==> src/rtl/alu_mc.sv <==
// rtl/alu_mc.sv - multi-cycle execute ALU with valid/ready handshakes and iterative M-extension unit
module alu_mc #(
  parameter int XLEN    = 32,
  parameter bit EN_M    = 1'b1,
  parameter int SHAMT_W = $clog2(XLEN)
) (
  input  logic            clk,
  input  logic            rst_n,
  input  logic            flush,
  input  logic            in_valid,
  output logic            in_ready,
  input  logic [4:0]      op,
  input  logic [XLEN-1:0] op1,
  input  logic [XLEN-1:0] op2,
  input  logic [XLEN-1:0] pc,
  input  logic [4:0]      tag,
  output logic            out_valid,
  input  logic            out_ready,
  output logic [XLEN-1:0] result,
  output logic [4:0]      out_tag,
  output logic            err
);
  localparam int CW = $clog2(XLEN + 1);
  localparam logic [XLEN-1:0] MOST_NEG = {1'b1, {(XLEN-1){1'b0}}};

  typedef enum logic [1:0] {IDLE, BUSY, DONE} state_t;
  state_t state, state_d;

  logic            accept;
  logic            is_m, is_div, illegal, div_zero, div_ovf, fast, iter;
  logic            a_neg, b_neg;
  logic [XLEN-1:0] a_mag, b_mag, alu_res;
  logic [SHAMT_W-1:0] shamt;

  // Iteration registers: acc is the product high half or the partial remainder,
  // lo is the product low half / multiplier or the quotient / dividend.
  logic [4:0]      op_q;
  logic [XLEN-1:0] acc, lo, b_q, res_q;
  logic            neg_q, neg_r;
  logic [CW-1:0]   cnt;

  logic [XLEN:0]     mul_sum, div_diff;
  logic [XLEN-1:0]   acc_n, lo_n, quo, rem, fin_res;
  logic [2*XLEN-1:0] prod, prod_f;

  assign result = res_q;
  assign shamt  = op2[SHAMT_W-1:0];

  // Decode legality, divide fast paths and sign handling of the offered op
  always_comb begin
    is_m     = (op >= 5'd12) && (op <= 5'd19);
    is_div   = (op >= 5'd16) && (op <= 5'd19);
    illegal  = (op > 5'd19) || (is_m && !EN_M);
    div_zero = (op2 == '0);
    div_ovf  = ((op == 5'd16) || (op == 5'd18)) && (op1 == MOST_NEG) && (op2 == '1);
    fast     = is_div && (div_zero || div_ovf);
    iter     = is_m && EN_M && !fast;
    a_neg    = ((op == 5'd13) || (op == 5'd14) || (op == 5'd16) || (op == 5'd18)) && op1[XLEN-1];
    b_neg    = ((op == 5'd13) || (op == 5'd16) || (op == 5'd18)) && op2[XLEN-1];
    a_mag    = a_neg ? -op1 : op1;
    b_mag    = b_neg ? -op2 : op2;
  end

  // Single-cycle results, including the divide corner cases that skip iteration
  always_comb begin
    alu_res = '0;
    case (op)
      5'd0:         alu_res = op1 + op2;
      5'd1:         alu_res = op1 - op2;
      5'd2:         alu_res = {{(XLEN-1){1'b0}}, ($signed(op1) < $signed(op2))};
      5'd3:         alu_res = {{(XLEN-1){1'b0}}, (op1 < op2)};
      5'd4:         alu_res = op1 & op2;
      5'd5:         alu_res = op1 | op2;
      5'd6:         alu_res = op1 ^ op2;
      5'd7:         alu_res = op1 << shamt;
      5'd8:         alu_res = op1 >> shamt;
      5'd9:         alu_res = $signed(op1) >>> shamt;
      5'd10:        alu_res = op1;
      5'd11:        alu_res = op1 + pc;
      5'd16, 5'd17: alu_res = div_zero ? '1 : op1;
      5'd18, 5'd19: alu_res = div_zero ? op1 : '0;
      default:      alu_res = '0;
    endcase
    if (illegal) alu_res = '0;
  end

  // One shift-add or restoring-subtract step, plus sign fix-up of the final value
  always_comb begin
    mul_sum  = {1'b0, acc} + (lo[0] ? {1'b0, b_q} : '0);
    div_diff = {acc, lo[XLEN-1]} - {1'b0, b_q};
    if (op_q[4]) begin
      if (!div_diff[XLEN]) begin
        acc_n = div_diff[XLEN-1:0];
        lo_n  = {lo[XLEN-2:0], 1'b1};
      end else begin
        acc_n = {acc[XLEN-2:0], lo[XLEN-1]};
        lo_n  = {lo[XLEN-2:0], 1'b0};
      end
    end else begin
      acc_n = mul_sum[XLEN:1];
      lo_n  = {mul_sum[0], lo[XLEN-1:1]};
    end
    prod   = {acc_n, lo_n};
    prod_f = neg_q ? -prod : prod;
    quo    = neg_q ? -lo_n : lo_n;
    rem    = neg_r ? -acc_n : acc_n;
    case (op_q)
      5'd12:               fin_res = prod_f[XLEN-1:0];
      5'd13, 5'd14, 5'd15: fin_res = prod_f[2*XLEN-1:XLEN];
      5'd16, 5'd17:        fin_res = quo;
      default:             fin_res = rem;
    endcase
  end

  // State register
  always_ff @(posedge clk or negedge rst_n) begin
    if (!rst_n) state <= IDLE;
    else        state <= state_d;
  end

  // Handshakes and next state; flush overrides everything and blocks acceptance
  always_comb begin
    state_d   = state;
    out_valid = (state == DONE);
    in_ready  = !flush && ((state == IDLE) || ((state == DONE) && out_ready));
    accept    = in_valid && in_ready;
    case (state)
      IDLE: if (accept) state_d = iter ? BUSY : DONE;
      BUSY: if (cnt == CW'(1)) state_d = DONE;
      DONE: begin
        if (accept)         state_d = iter ? BUSY : DONE;
        else if (out_ready) state_d = IDLE;
      end
      default: state_d = IDLE;
    endcase
    if (flush) state_d = IDLE;
  end

  // Datapath registers: capture on accept, iterate while busy, hold otherwise
  always_ff @(posedge clk or negedge rst_n) begin
    if (!rst_n) begin
      res_q   <= '0;
      out_tag <= '0;
      err     <= 1'b0;
      op_q    <= '0;
      acc     <= '0;
      lo      <= '0;
      b_q     <= '0;
      neg_q   <= 1'b0;
      neg_r   <= 1'b0;
      cnt     <= '0;
    end else if (!flush) begin
      if (accept) begin
        out_tag <= tag;
        op_q    <= op;
        if (iter) begin
          err   <= 1'b0;
          acc   <= '0;
          lo    <= a_mag;
          b_q   <= b_mag;
          neg_q <= a_neg ^ b_neg;
          neg_r <= a_neg;
          cnt   <= CW'(XLEN);
        end else begin
          res_q <= alu_res;
          err   <= illegal;
        end
      end else if (state == BUSY) begin
        acc <= acc_n;
        lo  <= lo_n;
        cnt <= cnt - CW'(1);
        if (cnt == CW'(1)) res_q <= fin_res;
      end
    end
  end
endmodule
==> config.mk <==
export PLATFORM = sky130hd
export DESIGN_NAME = alu_mc
export DESIGN_NICKNAME = d
export VERILOG_FILES = /design/src/rtl/alu_mc.sv
export SDC_FILE = /design/constraint.sdc
export NUM_CORES = 1
export LEC_CHECK = 0
export BUFFER_PORTS_ARGS = -buffer_cell sky130_fd_sc_hd__buf_2
export CORE_ASPECT_RATIO = 1.2
export CORE_MARGIN = 2
export CORE_UTILIZATION = 40
export CTS_CLUSTER_SIZE = 24
export DETAILED_ROUTE_END_ITERATION = 8
export PLACE_DENSITY_LB_ADDON = 0.3
export SLEW_MARGIN = 10
export SYNTH_ARGS = -nofsm -noshare
export SYNTH_HDL_FRONTEND = slang
export SYNTH_SLANG_ARGS = --single-unit
==> constraint.sdc <==
create_clock -name clk -period 6.15 [get_ports clk]
set_clock_uncertainty 0.05 [all_clocks]
set_input_delay 0 -clock clk [delete_from_list [all_inputs] [get_ports clk]]
set_output_delay 0 -clock clk [all_outputs]
set_load 0.01 [all_outputs]
# Word level (Yosys, flattened, before mapping)
# Cells that the tools add are included.
dict set report totals {
  ram_bits 0
  mem_count 0
  rom_bits 0
  elab_cells 140
  ff_bits 149
  latch_bits 0
  inputBits 111
}
dict set report classes {
  reduce_logical 35
  magnitude_cmp 6
  mul 0
  n_shift 3
  mux 36
  n_addsub 11
  n_bitwise 5
  n_eq_ne 33
  div 0
}
# op n
set ops {}
lappend ops {{$mux W32} 21}
lappend ops {{$pmux W32 S14} 1}
lappend ops {{$neg A32 Y32} 4}
lappend ops {{$pmux W32 S3} 1}
lappend ops {{$add A32 B32 Y32} 2}
lappend ops {{$eq A32 B32 Y1 const B} 2}
lappend ops {{$lt A32 B32 Y1} 2}
lappend ops {{$mux W64} 1}
lappend ops {{$neg A64 Y64} 1}
lappend ops {{$eq A5 B4 Y1 const B} 10}
lappend ops {{$add A32 B32 Y33} 1}
lappend ops {{$sub A33 B32 Y33} 1}
lappend ops {{$and A32 B32 Y32} 1}
lappend ops {{$logic_not A32 Y1} 1}
lappend ops {{$or A32 B32 Y32} 1}
lappend ops {{$shl A32 B5 Y32} 1}
lappend ops {{$shr A32 B5 Y32} 1}
lappend ops {{$sshr A32 B5 Y32} 1}
lappend ops {{$sub A32 B32 Y32} 1}
lappend ops {{$xor A32 B32 Y32} 1}
lappend ops {{$eq A5 B5 Y1 const B} 6}
lappend ops {{$eq A5 B3 Y1 const B} 4}
lappend ops {{$mux W6} 3}
lappend ops {{$mux W2} 6}
lappend ops {{30 further kinds} 55}

# Depth between registers and ports, before layout
dict set report logic_depth {
  ltp_word 12
  ltp_mapped 24
}

# Least setup slack after synthesis
# Ideal clock, no wire load.
dict set report synth_path {
  path_type {reg-to-reg}
  from {reg lo[31]}
  to {reg res_q[24] (netlist: result[24])}
  arrival_time_ns 5.605
  setup_time_ns 0.077
  path_buffers 2
  setup_slack_ns 0.418
  path_stages_with_launch 25
  path_cell_list {dfrtp_1 inv_1 ha_1 inv_1 fa_1 a211oi_2 o211ai_2 and2_4 o2111ai_2 nand3_2 buf_2 nand3_1 a21boi_0 ha_1 o21a_1 o211ai_1 or4_1 or3_1 or2_0 clkbuf_1 or4_1 o41ai_2 xnor2_1 o21ai_1 o21ai_1}
}
dict set report synth_via {
  elab_chain_cells 9
  elab_cells_between_ends 15
}
# element line_no
set synth_lines {}
lappend synth_lines {{from (decl)} 38} ;# logic [XLEN-1:0] acc, lo, b_q, res_q;
lappend synth_lines {{from (signal assigned)} 159} ;# lo <= a_mag;
lappend synth_lines {{from (signal assigned)} 170} ;# lo <= lo_n;
lappend synth_lines {{$sub A33 B32 Y33} 90} ;# div_diff = {acc, lo[XLEN-1]} - {1'b0, b_q};
lappend synth_lines {{$mux W1 / $mux W32 (equally long branches)} 92} ;# if (!div_diff[XLEN]) begin
lappend synth_lines {{$mux W32} 91} ;# if (op_q[4]) begin
lappend synth_lines {{$neg A64 Y64 (tied with other cells)} 104} ;# prod_f = neg_q ? -prod : prod;
lappend synth_lines {{$mux W64 (tied with other cells)} 104}
lappend synth_lines {{$pmux W32 S3 (*)} 107} ;# case (op_q)
lappend synth_lines {{$mux W32 (*)} 172} ;# if (cnt == CW'(1)) res_q <= fin_res;
lappend synth_lines {{$mux W32 (*)} 168} ;# end else if (state == BUSY) begin
lappend synth_lines {{$mux W32 (*)} 153} ;# if (accept) begin
lappend synth_lines {{to (signal assigned)} 165} ;# res_q <= alu_res;
lappend synth_lines {{to (signal assigned)} 172}
lappend synth_lines {{to (decl)} 38}
# Every way passes the cells marked *; elsewhere a longest branch is shown, timed or not. The select of a mux whose other input is x is not followed.
# A chain may end at the register's enable or synchronous reset.

# Worst setup path after layout
# Ends and elaborated chain as after synthesis.

==> impl_results.md <==
- Final HPWL DP: 106 mm
- Async set or reset register ratio after synthesis: 100%
- Maximum net fanout on the critical path: 7
- Design area: between 0.02 and 0.03 mm²
- Pleak: 12.1 nW
- P&R area growth vs syn: 10.9%
- Clock latency at the later pin of the worst-skew pair: 0.47 ns
- Total gr overflow: 0
- CP delay by family, top: simple AND/OR/NAND/NOR gates
- Post-synth EDFFs: 0
- Top Ports: 151
- CTS H-tree lvls: 4
- FF+latch count, synth: 149
- Top_reg_cell synth: dfrtp_1
- Cts bufs inserted: 17
- Number of unique standard cell types used by synthesis: around 110
- # setup viols final: 0
- Peak supply drop: roughly 0.19 mV
- WS Path Type: flop to flop
- Via count: 29.9k
- Max frequency: 0.169 GHz
- CP required: 6.49 ns
- Max_cap viols: 0
- First-pass GRT wire length: 195 mm
- Vias per cell: 6.63
- Final worst slack: 0.237 ns
- Overall Global Routing Usage: about two fifths
- WP data arrival: 6.25 ns
- Mapped Cells: 3600
- Post-route core utilization: between 40% and 50%
- WL/cell: 30.2 µm
- Syn Area/Cell: 6.98 µm²
- Hold Path Class: input port to flop
- GP Congestion: 1.07
- Buffer and inverter count on the worst path: 2
- Antenna-violating nets left: 0
- Setup crit start kind: flop
- Drt total wl: 136 mm
- Initial DRC count: 3386
- CTS Buffer Depth: 2
- RSZ-0062 raised after global routing: no
- Final Max Slew Viols: 0
- Vias in the first global route: 28.6k
- Post-DP Area: between 0.02 and 0.03 mm²
- Crit path largest cell delay: around 0.6 ns
- Post-synthesis sequential area ratio: 14.8%
- CP max-delay cell: or4_1
- Port Buf Inserts: 150
- Die X: 233 µm
- Hold Fails Final Rpt: 0
- Status: complete, no violations
- Post-route setup TNS: 0 ns
- Reg clk slew, reported paths: 0.07 ns
- Initial Util: 40.5%
- Num rows: 100
- Post-synthesis instance area: between 0.02 and 0.03 mm²
- CTS tree: done
- Slew headroom: 3.17%
- Syn_nets: 3914
- Yosys warns: 0
- Min Clock Period, post-route: slightly below 6 ns
- Commonest non-fill, non-tap cell in the layout: o21ai_0
- Pwr per Cell Area: 338 mW/mm²
- CP Capture Type: flop
- CTS sink cnt: 149
- Post-route total power: 9.41 mW
- Die Ht: 279 µm
- Core box area: 0.0621 mm²
- Root Buffer: clkbuf_16
- # Post-CTS Setup Buffers: 0
- Slew @ Worst Pin: approximately 1.4 ns
- Most frequent cells in the layout: 432 x o21ai_0, 425 x nand2_1, 316 x nor2_1
- DRC errors left: 0
- CP cell instances: inv_1, ha_1, inv_1, fa_1, a211oi_2, o211ai_2, and2_4, o2111ai_2, nand3_2, nand3_2, a21boi_0, ha_1, o21a_1, o211ai_1, or4_1, or3_4, or2_1, or4_1, o41ai_2, xnor2_1, o21ai_1, o21ai_1
- Largest net degree at the start of global routing: 96
- DR pass1 iterations: 9
- # nets final: 3999
- Layout cells sized above 1: 11.7%
- Pre-CTS WS: 0.157 ns
- Die ar.: 0.0649 mm²
- Final period util: 96.2%
- Initial antenna violation count: 9
[layer usage]
metal	up-vias	global-route usage, %	part of all wire [%]
li1	13300	-	-
met1	14300	46.0	36
met2	1825	66.7	45
met3	553	8.15	8.9
met4	6	34.6	10
met5	-	0	0.025
[path summary, 6_finish.rpt]
path / startpoint / to / slack (ns) / depth (start not counted)
min in group asynchronous: rst_n / out_tag[4] / 0.17 / 2
worst max register to register: lo[31] / result[24] / 0.24 / 22
max in group asynchronous: rst_n / b_q[20] / 4.49 / 3
worst min-delay path: op2[30] / b_q[30] / 0.05 / 5
worst max-delay path: lo[31] / result[24] / 0.24 / 22
worst min register to register: out_tag[4] / out_tag[4] / 0.43 / 2
[kinds of logic after synthesis]
family,after synthesis,synth area share (%)
flip-flops,149,14.8
AND/OR/NAND/NOR,1228,23.1
multiplexers,124,6.14
buffers and inverters,414,6.40
XOR/XNOR,222,7.73
adder cells (fa/ha/maj),207,10.4
AO/OA/AOI/OAI,1256,31.5
[registers in the layout, indices dropped and copies added (netlist names), 2 cells and up]
register and cells:
result 32, state 2, op_q 5, cnt 6, b_q 32, acc 32
lo 32, out_tag 5
[worst register-to-register path: stages, from the launching register on]
cell and delay [ns]:
dfrtp_1 0.40, inv_1 0.10, ha_1 0.16, inv_1 0.05, fa_1 0.43, a211oi_2 0.26, o211ai_2 0.21, and2_4 0.20
o2111ai_2 0.22, nand3_2 0.12, nand3_2 0.18, a21boi_0 0.26, ha_1 0.22, o21a_1 0.18, o211ai_1 0.16, or4_1 0.61
or3_4 0.45, or2_1 0.35, or4_1 0.49, o41ai_2 0.39, xnor2_1 0.16, o21ai_1 0.07, o21ai_1 0.13
[where the power goes]
part           leakage [nW]  switching (mW)  internal, mW
Clock                 0.290           0.518         0.615
Combinational          9.84            4.32          2.33
Sequential             1.92           0.361          1.27
Total                  12.1            5.20          4.21
[Yosys cell counts (9+ instances only)]
cell type	count	share of area [%]
and2_1	49	1.2
nand4_1	44	1.1
or4_1	15	0.45
mux2i_1	89	3.5
a211o_1	14	0.49
buf_2	15	0.30
clkbuf_1	184	2.7
nor3b_1	10	0.30
mux4_2	23	2.1
dfrtp_1	149	15
ha_1	199	9.9
buf_1	32	0.48
o2111ai_1	11	0.38
o22ai_1	25	0.62
xor2_1	64	2.2
a31o_2	9	0.31
xnor2_1	158	5.5
a211oi_1	51	1.5
nand3_1	106	2.1
a21oi_1	287	5.7
or3_1	33	0.82
mux2_2	12	0.54
o41ai_1	13	0.45
nor4_1	20	0.50
a221o_1	13	0.52
o31ai_1	41	1.2
a31oi_1	39	0.97
nor2b_1	17	0.42
o21ai_1	13	0.26
nor2_1	318	4.7
o21ai_0	432	8.6
nor3_1	79	1.6
o21a_1	16	0.48
a21boi_0	11	0.33
o221ai_1	21	0.73
and3_1	18	0.45
o211ai_1	38	1.1
a22oi_1	21	0.63
nand2_1	428	6.4
nand2b_1	30	0.75
a221oi_1	36	1.3
a21o_1	55	1.6
o21bai_1	17	0.51
or2_2	15	0.37
inv_1	171	2.6
[layout make-up]
class / instances / area [µm²]
Timing Repair Buffer: 306 / 1990
Clock buffer: 17 / 425
Tap cell: 816 / 1020
Fill cell: 6552 / 34200
Antenna cell: 3 / 7.51
Inverter: 174 / 653
Clock inverter: 15 / 185
Sequential cell: 149 / 3730
Multi-Input combinational cell: 3037 / 19900
[per-stage QoR]
| step | instances | hold slack (ns) |
|---|---|---|
| final | 4517 | 0.0524 |
| after global routing | 4514 | 0.0717 |
| after CTS | 4514 | 0.0343 |
| after detailed placement | 4462 | 0.124 |
| after global placement | 4462 | 0.121 |
| after floorplan | 3600 | -0.346 |
[timing repair]
action                                  4_1_cts  5_1_grt
hold buffers                                 20        0
resized for setup                             0        3
endpoints found under the setup margin        0        4
endpoints found under the hold margin       112        0
(Power assumes the default switching activity.)
